`src/rtl/alu_pipe.sv`:
```
// rtl/alu_pipe.sv - handshaked ALU/comparator with single-entry result register and iterative multiplier
// One op in flight: ADD/SUB/AND finish on the accept edge, MUL runs a shift-add engine for WIDTH cycles.
module alu_pipe #(
    parameter int WIDTH      = 8,
    parameter bit SIGNED_CMP = 1'b0
) (
    input  logic             clk,
    input  logic             rst_n,
    input  logic             in_valid,
    output logic             in_ready,
    input  logic [1:0]       op,
    input  logic [WIDTH-1:0] a,
    input  logic [WIDTH-1:0] b,
    output logic             out_valid,
    input  logic             out_ready,
    output logic [WIDTH-1:0] y,
    output logic             parity,
    output logic             overflow,
    output logic             greater,
    output logic             less,
    output logic             is_eq
);
    localparam int CW  = $clog2(WIDTH) + 1;
    localparam int MSB = WIDTH - 1;
    localparam logic [1:0] OP_ADD = 2'b00;
    localparam logic [1:0] OP_SUB = 2'b01;
    localparam logic [1:0] OP_MUL = 2'b11;

    typedef enum logic [1:0] {S_IDLE = 2'd0, S_MUL = 2'd1, S_FULL = 2'd2} state_t;

    state_t             state_q, state_d;
    logic [WIDTH-1:0]   y_q, mplier_q;
    logic [2*WIDTH-1:0] acc_q, mcand_q, acc_step;
    logic [CW-1:0]      cnt_q;
    logic               ov_q, par_q, gt_q, lt_q, eq_q;
    logic [2:0]         cmp_pend_q;
    logic               accept, mul_done;
    logic [WIDTH-1:0]   sum, diff, alu_y;
    logic               alu_ov, gt_c, lt_c, eq_c;

    assign in_ready = (state_q == S_IDLE) || ((state_q == S_FULL) && out_ready);
    assign accept   = in_valid && in_ready;
    assign mul_done = (state_q == S_MUL) && (cnt_q == CW'(WIDTH - 1));
    assign acc_step = acc_q + (mplier_q[0] ? mcand_q : '0);

    always_comb begin
        sum    = a + b;
        diff   = a - b;
        alu_y  = a & b;
        alu_ov = 1'b0;
        case (op)
            OP_ADD: begin
                alu_y  = sum;
                alu_ov = (a[MSB] == b[MSB]) && (sum[MSB] != a[MSB]);
            end
            OP_SUB: begin
                alu_y  = diff;
                alu_ov = (a[MSB] != b[MSB]) && (diff[MSB] != a[MSB]);
            end
            default: ;
        endcase
        if (SIGNED_CMP) begin
            gt_c = $signed(a) > $signed(b);
            lt_c = $signed(a) < $signed(b);
        end else begin
            gt_c = a > b;
            lt_c = a < b;
        end
        eq_c = (a == b);
    end

    // A FULL accept retires the old result and loads the new op on the same edge.
    always_comb begin
        state_d = state_q;
        case (state_q)
            S_IDLE, S_FULL: begin
                if (accept) begin
                    state_d = (op == OP_MUL) ? S_MUL : S_FULL;
                end else if ((state_q == S_FULL) && out_ready) begin
                    state_d = S_IDLE;
                end
            end
            S_MUL: begin
                if (mul_done) begin
                    state_d = S_FULL;
                end
            end
            default: state_d = S_IDLE;
        endcase
    end

    always_ff @(posedge clk or negedge rst_n) begin
        if (!rst_n) begin
            state_q <= S_IDLE;
        end else begin
            state_q <= state_d;
        end
    end

    // Compare flags of a MUL are parked until the product lands, so all outputs update together.
    always_ff @(posedge clk or negedge rst_n) begin
        if (!rst_n) begin
            y_q        <= '0;
            ov_q       <= 1'b0;
            par_q      <= 1'b0;
            gt_q       <= 1'b0;
            lt_q       <= 1'b0;
            eq_q       <= 1'b0;
            cmp_pend_q <= '0;
            acc_q      <= '0;
            mcand_q    <= '0;
            mplier_q   <= '0;
            cnt_q      <= '0;
        end else if (accept) begin
            if (op == OP_MUL) begin
                cmp_pend_q <= {gt_c, lt_c, eq_c};
                acc_q      <= '0;
                mcand_q    <= {{WIDTH{1'b0}}, a};
                mplier_q   <= b;
                cnt_q      <= '0;
            end else begin
                y_q   <= alu_y;
                ov_q  <= alu_ov;
                par_q <= ^alu_y;
                gt_q  <= gt_c;
                lt_q  <= lt_c;
                eq_q  <= eq_c;
            end
        end else if (state_q == S_MUL) begin
            acc_q    <= acc_step;
            mcand_q  <= mcand_q << 1;
            mplier_q <= mplier_q >> 1;
            cnt_q    <= cnt_q + CW'(1);
            if (mul_done) begin
                y_q   <= acc_step[WIDTH-1:0];
                ov_q  <= |acc_step[2*WIDTH-1:WIDTH];
                par_q <= ^acc_step[WIDTH-1:0];
                {gt_q, lt_q, eq_q} <= cmp_pend_q;
            end
        end
    end

    assign out_valid = (state_q == S_FULL);
    assign y         = y_q;
    assign parity    = par_q;
    assign overflow  = ov_q;
    assign greater   = gt_q;
    assign less      = lt_q;
    assign is_eq     = eq_q;
endmodule
```
`config.mk`:
```
export PLATFORM = sky130hd
export DESIGN_NAME = alu_pipe
export DESIGN_NICKNAME = d
export VERILOG_FILES = /design/src/rtl/alu_pipe.sv
export SDC_FILE = /design/constraint.sdc
export NUM_CORES = 1
export LEC_CHECK = 0
export CAP_MARGIN = 10
export CORE_UTILIZATION = 32
export DETAILED_ROUTE_END_ITERATION = 10
export SETUP_SLACK_MARGIN = 0.3
export SYNTH_ARGS = -nofsm -noshare
export SYNTH_HDL_FRONTEND = slang
export SYNTH_SLANG_ARGS = --single-unit
```
`constraint.sdc`:
```
create_clock -name clk -period 2.75 [get_ports clk]
set_input_delay 0.825 -clock clk [delete_from_list [all_inputs] [get_ports clk]]
set_output_delay 0.825 -clock clk [all_outputs]
set_load 0.01 [all_outputs]
```
==> results.md <==
- Share of synthesized flip-flops with an asynchronous set or reset: 100.0%
- Vias in the first global route: 4401
- Yosys warning total: 0
- Post-synthesis compound-gate area fraction: 18.81%
- Synthesized instance count: 526
- Top cells by count, synth: 98 x sky130_fd_sc_hd__nand2_1, 62 x sky130_fd_sc_hd__dfrtp_1, 59 x sky130_fd_sc_hd__nor2_1, 34 x sky130_fd_sc_hd__a21oi_1, 33 x sky130_fd_sc_hd__ha_1
- Final design utilization: 50.72%
- Final setup margin: -0.4923 ns
- Synth Cell Area: 4390 um^2
- Num ports: 37
- Quantity of I/O buffers inserted on ports: 36
- Layout-stage area growth over the synthesis result: 53.58%
- Antenna-violating nets left: 0
- Hpwl dp: 8.818 mm
- Global placement routability congestion: 0.9753
- Result of the run: finished with violations
- Final-stage net count: 732
- Worst Setup Start Kind: input port
- Core Footprint: 13300 um^2
- Top-count cell post-synth: sky130_fd_sc_hd__nand2_1
- Sum Neg Setup Slack: -1.272 ns
- Register Area: 1551 um^2
- Height of the die: 119.1 um
- Global-route congestion overflow total: 0
- Worst-case clock buffer depth: 2
- Clock transition at the registers of the reported paths: 0.06 ns
- Capturing element type of the critical path: register
- Hold WC Path Type: input port to async pin
- Post-placement cell count: 814
- Number of rows in the core area: 42
- Drt first pass iters: 4
- Number of pins exceeding their max-slew limit in the final report: 0
- Mean instance size in the synthesized netlist: 8.347 um^2
- Fin. Hold Viols: 0
- Data required time of the worst path: 2.97 ns
- Dominant cell type by area after synthesis: sky130_fd_sc_hd__dfrtp_1
- Highest attainable clock frequency: 308.4 MHz
- First-pass GRT wire length: 21.07 mm
- Critical-path maximum fanout: 2
- Post-Route WL: 12.71 mm
- Number of DRC markers after the initial detailed-route iteration: 287
- Post-route DRC violation count: 0
- Post-synthesis xor/xnor area fraction: 7.324%
- Later-pin clock latency in the skew report: 0.34 ns
- Floorplan die width: 119.1 um
- Static power due to leakage: 3.044 nW
- Proportion of netlist area held by the largest area contributor: 35.34%
- Final setup fails: 7
- Setup repair after global routing missed its margin: true
- Main combinational cell family by area after synthesis: simple AND/OR/NAND/NOR gates
- Number of enable flip-flop cells after synthesis: 0
- Most used DFF post-synth: sky130_fd_sc_hd__dfrtp_1
- Number of distinct library cell variants in the gate-level netlist after synthesis: 53
- Share of cell area taken by muxes after synthesis: 1.909%
- Mean routed wirelength per cell: 14.86 um
- Kind of critical path: input port to register
- CTS Root Cell: sky130_fd_sc_hd__clkbuf_16
- Maximum number of pins on one net before global-route repair: 63
- Synthesis-stage register bit count: 62
- IR drop worst, VDD: 0.0005367 V
- Violated checks: setup timing
- Number of H-tree levels: 3
- Initial standard-cell utilization of the core: 33.02%
- Via count of the routed design: 4331
- Number of antenna violations at the first check in global routing: 0
- Critical path data arrival time: 3.46 ns
- Number of nets in the synthesized netlist: 584
- Count of non-filler cells in the finished layout: 855
- Final antenna diode count: 0
- Transition at the pin with the smallest max-transition slack: 0.4931 ns
- Post-Synth Simple-Gate Area: 21.66%
- Filler cell count: 1187
- Adder-cell share of the synthesized area: 10.77%
- Number of clock sinks: 62
- Number of clock buffers inserted by TritonCTS: 9
- Max-cap check violation count: 0
- Worst setup skew after layout: 0.008425 ns
- Period minus WS final: 3.242 ns
- CTS tree: yes
- Layout cell share with drive strength beyond 1: 36.67%
- Via density per instance: 5.065
- Share of the cycle needed by the critical path after routing: 117.9%
- Proportion of synthesized chip area in sequential cells: 35.34%
- Area of combinational cells with multiple inputs: 3171 um^2
- Power density normalized to cell area: 1105 nW/um^2
- Total Routing Usage GR: 18.50%
- Most area-consuming cells after synthesis: sky130_fd_sc_hd__dfrtp_1 35%, sky130_fd_sc_hd__ha_1 9.4%, sky130_fd_sc_hd__nand2_1 8.4%
- Headroom to the max-slew limit: 67.00%
- Full die area: 14190 um^2
==> power breakdown <==
part | internal [mW] | leakage, nW | switching, mW
sequential | 1.30 | 0.763 | 0.278
clock | 0.754 | 0.145 | 0.438
combinational | 2.52 | 2.14 | 2.17
total | 4.57 | 3.04 | 2.88
==> cells in the final DEF (no fill, tap or decap), types with 5 or more instances in the layout <==
| cell type | n |
|---|---|
| sky130_fd_sc_hd__o21ai_1 | 5 |
| sky130_fd_sc_hd__nor2_2 | 5 |
| sky130_fd_sc_hd__nand2_1 | 94 |
| sky130_fd_sc_hd__inv_2 | 9 |
| sky130_fd_sc_hd__xor2_1 | 11 |
| sky130_fd_sc_hd__inv_1 | 6 |
| sky130_fd_sc_hd__buf_4 | 104 |
| sky130_fd_sc_hd__dlygate4sd2_1 | 5 |
| sky130_fd_sc_hd__nor2_1 | 50 |
| sky130_fd_sc_hd__clkdlybuf4s50_1 | 19 |
| sky130_fd_sc_hd__buf_6 | 23 |
| sky130_fd_sc_hd__nand3_1 | 5 |
| sky130_fd_sc_hd__ha_4 | 14 |
| sky130_fd_sc_hd__clkbuf_16 | 9 |
| sky130_fd_sc_hd__ha_1 | 17 |
| sky130_fd_sc_hd__o211ai_1 | 5 |
| sky130_fd_sc_hd__a21oi_2 | 11 |
| sky130_fd_sc_hd__nor2b_1 | 7 |
| sky130_fd_sc_hd__a21oi_1 | 22 |
| sky130_fd_sc_hd__xnor2_1 | 13 |
| sky130_fd_sc_hd__o21ai_0 | 20 |
| sky130_fd_sc_hd__dfrtp_1 | 62 |
| sky130_fd_sc_hd__a31oi_1 | 20 |
| sky130_fd_sc_hd__o22ai_1 | 9 |
| sky130_fd_sc_hd__and2_1 | 15 |
| sky130_fd_sc_hd__buf_2 | 5 |
==> state kept, by name, indices dropped and copies added (netlist names), 2 cells and up <==
name        flops
mplier_q        8
acc_q          16
cmp_pend_q      3
cnt_q           4
mcand_q        16
y               8
state_q         2
==> critical path, stage by stage <==
cell                       delay [ns]
sky130_fd_sc_hd__buf_6           0.09
sky130_fd_sc_hd__buf_6           0.11
sky130_fd_sc_hd__buf_12          0.12
sky130_fd_sc_hd__inv_12          0.04
sky130_fd_sc_hd__ha_4            0.11
sky130_fd_sc_hd__inv_2           0.03
sky130_fd_sc_hd__fa_2            0.36
sky130_fd_sc_hd__nand3_2         0.09
sky130_fd_sc_hd__nand2_2         0.06
sky130_fd_sc_hd__a222oi_1        0.38
sky130_fd_sc_hd__mux2i_1         0.15
sky130_fd_sc_hd__o211ai_2        0.20
sky130_fd_sc_hd__xnor3_1         0.45
sky130_fd_sc_hd__xnor2_1         0.20
sky130_fd_sc_hd__xnor2_1         0.13
sky130_fd_sc_hd__a31oi_1         0.09
==> per-stage QoR <==
stage	worst slack [ns]	cell area (um^2)	total power [mW]	hold WS, ns
floorplan	-0.3424	4509	3.993	0.4563
global placement	-1.054	5776	5.445	0.4737
detailed placement	-1.199	5776	5.527	0.4872
CTS	-0.6762	6439	7.014	0.4973
global route	-0.5982	6743	7.976	0.5149
finish	-0.4923	6743	7.453	0.4730
==> path summary, 6_finish.rpt <==
check | from | to | slack [ns] | cells after the start
setup / recovery | a[0] | parity$_DFFE_PN0P_ | -0.49 | 16
hold / removal | rst_n | mcand_q[10]$_DFFE_PN0P_ | 0.47 | 2
setup reg to reg | mplier_q[0]$_DFFE_PN0P_ | parity$_DFFE_PN0P_ | -0.22 | 12
hold reg to reg | mcand_q[11]$_DFFE_PN0P_ | mcand_q[12]$_DFFE_PN0P_ | 0.50 | 2
max in group asynchronous | rst_n | acc_q[1]$_DFFE_PN0P_ | 1.94 | 2
min in group clk | mcand_q[11]$_DFFE_PN0P_ | mcand_q[12]$_DFFE_PN0P_ | 0.50 | 2
==> cell families after synthesis <==
kind of cell    count (synthesis)
compound gates                129
mux                             8
xor+xnor                       32
simple gates                  215
fa+ha+maj                      36
flops                          62
buf+inv                        44
==> timing repair <==
action	CTS	global route
endpoints found under the hold margin	0	0
pin swaps	42	45
setup endpoints to repair	22	24
buffers inserted	14	11
resized for setup	95	61
hold buffers	0	0
==> area by class of cell <==
| type | instances | area share (%) |
|---|---|---|
| clock buffers | 12 | 3.804 |
| clock inverters | 4 | 0.7979 |
| inverters | 17 | 1.169 |
| multi-input cells | 420 | 47.02 |
| flip-flops and latches | 62 | 23.01 |
| well taps | 176 | 3.266 |
| repair buffers | 164 | 20.93 |
==> per-layer routing <==
layer / part of all wire [%] / wire [um] / global-route usage (%) / vias to the layer above
met5: 0 / 0 / 0 / -
met4: 2.8 / 356 / 8.149 / 0
met3: 2.9 / 366 / 2.395 / 31
met2: 50 / 6371 / 32.01 / 79
met1: 44 / 5612 / 22.91 / 2103
li1: - / - / - / 2118
(Power assumes the default switching activity.)
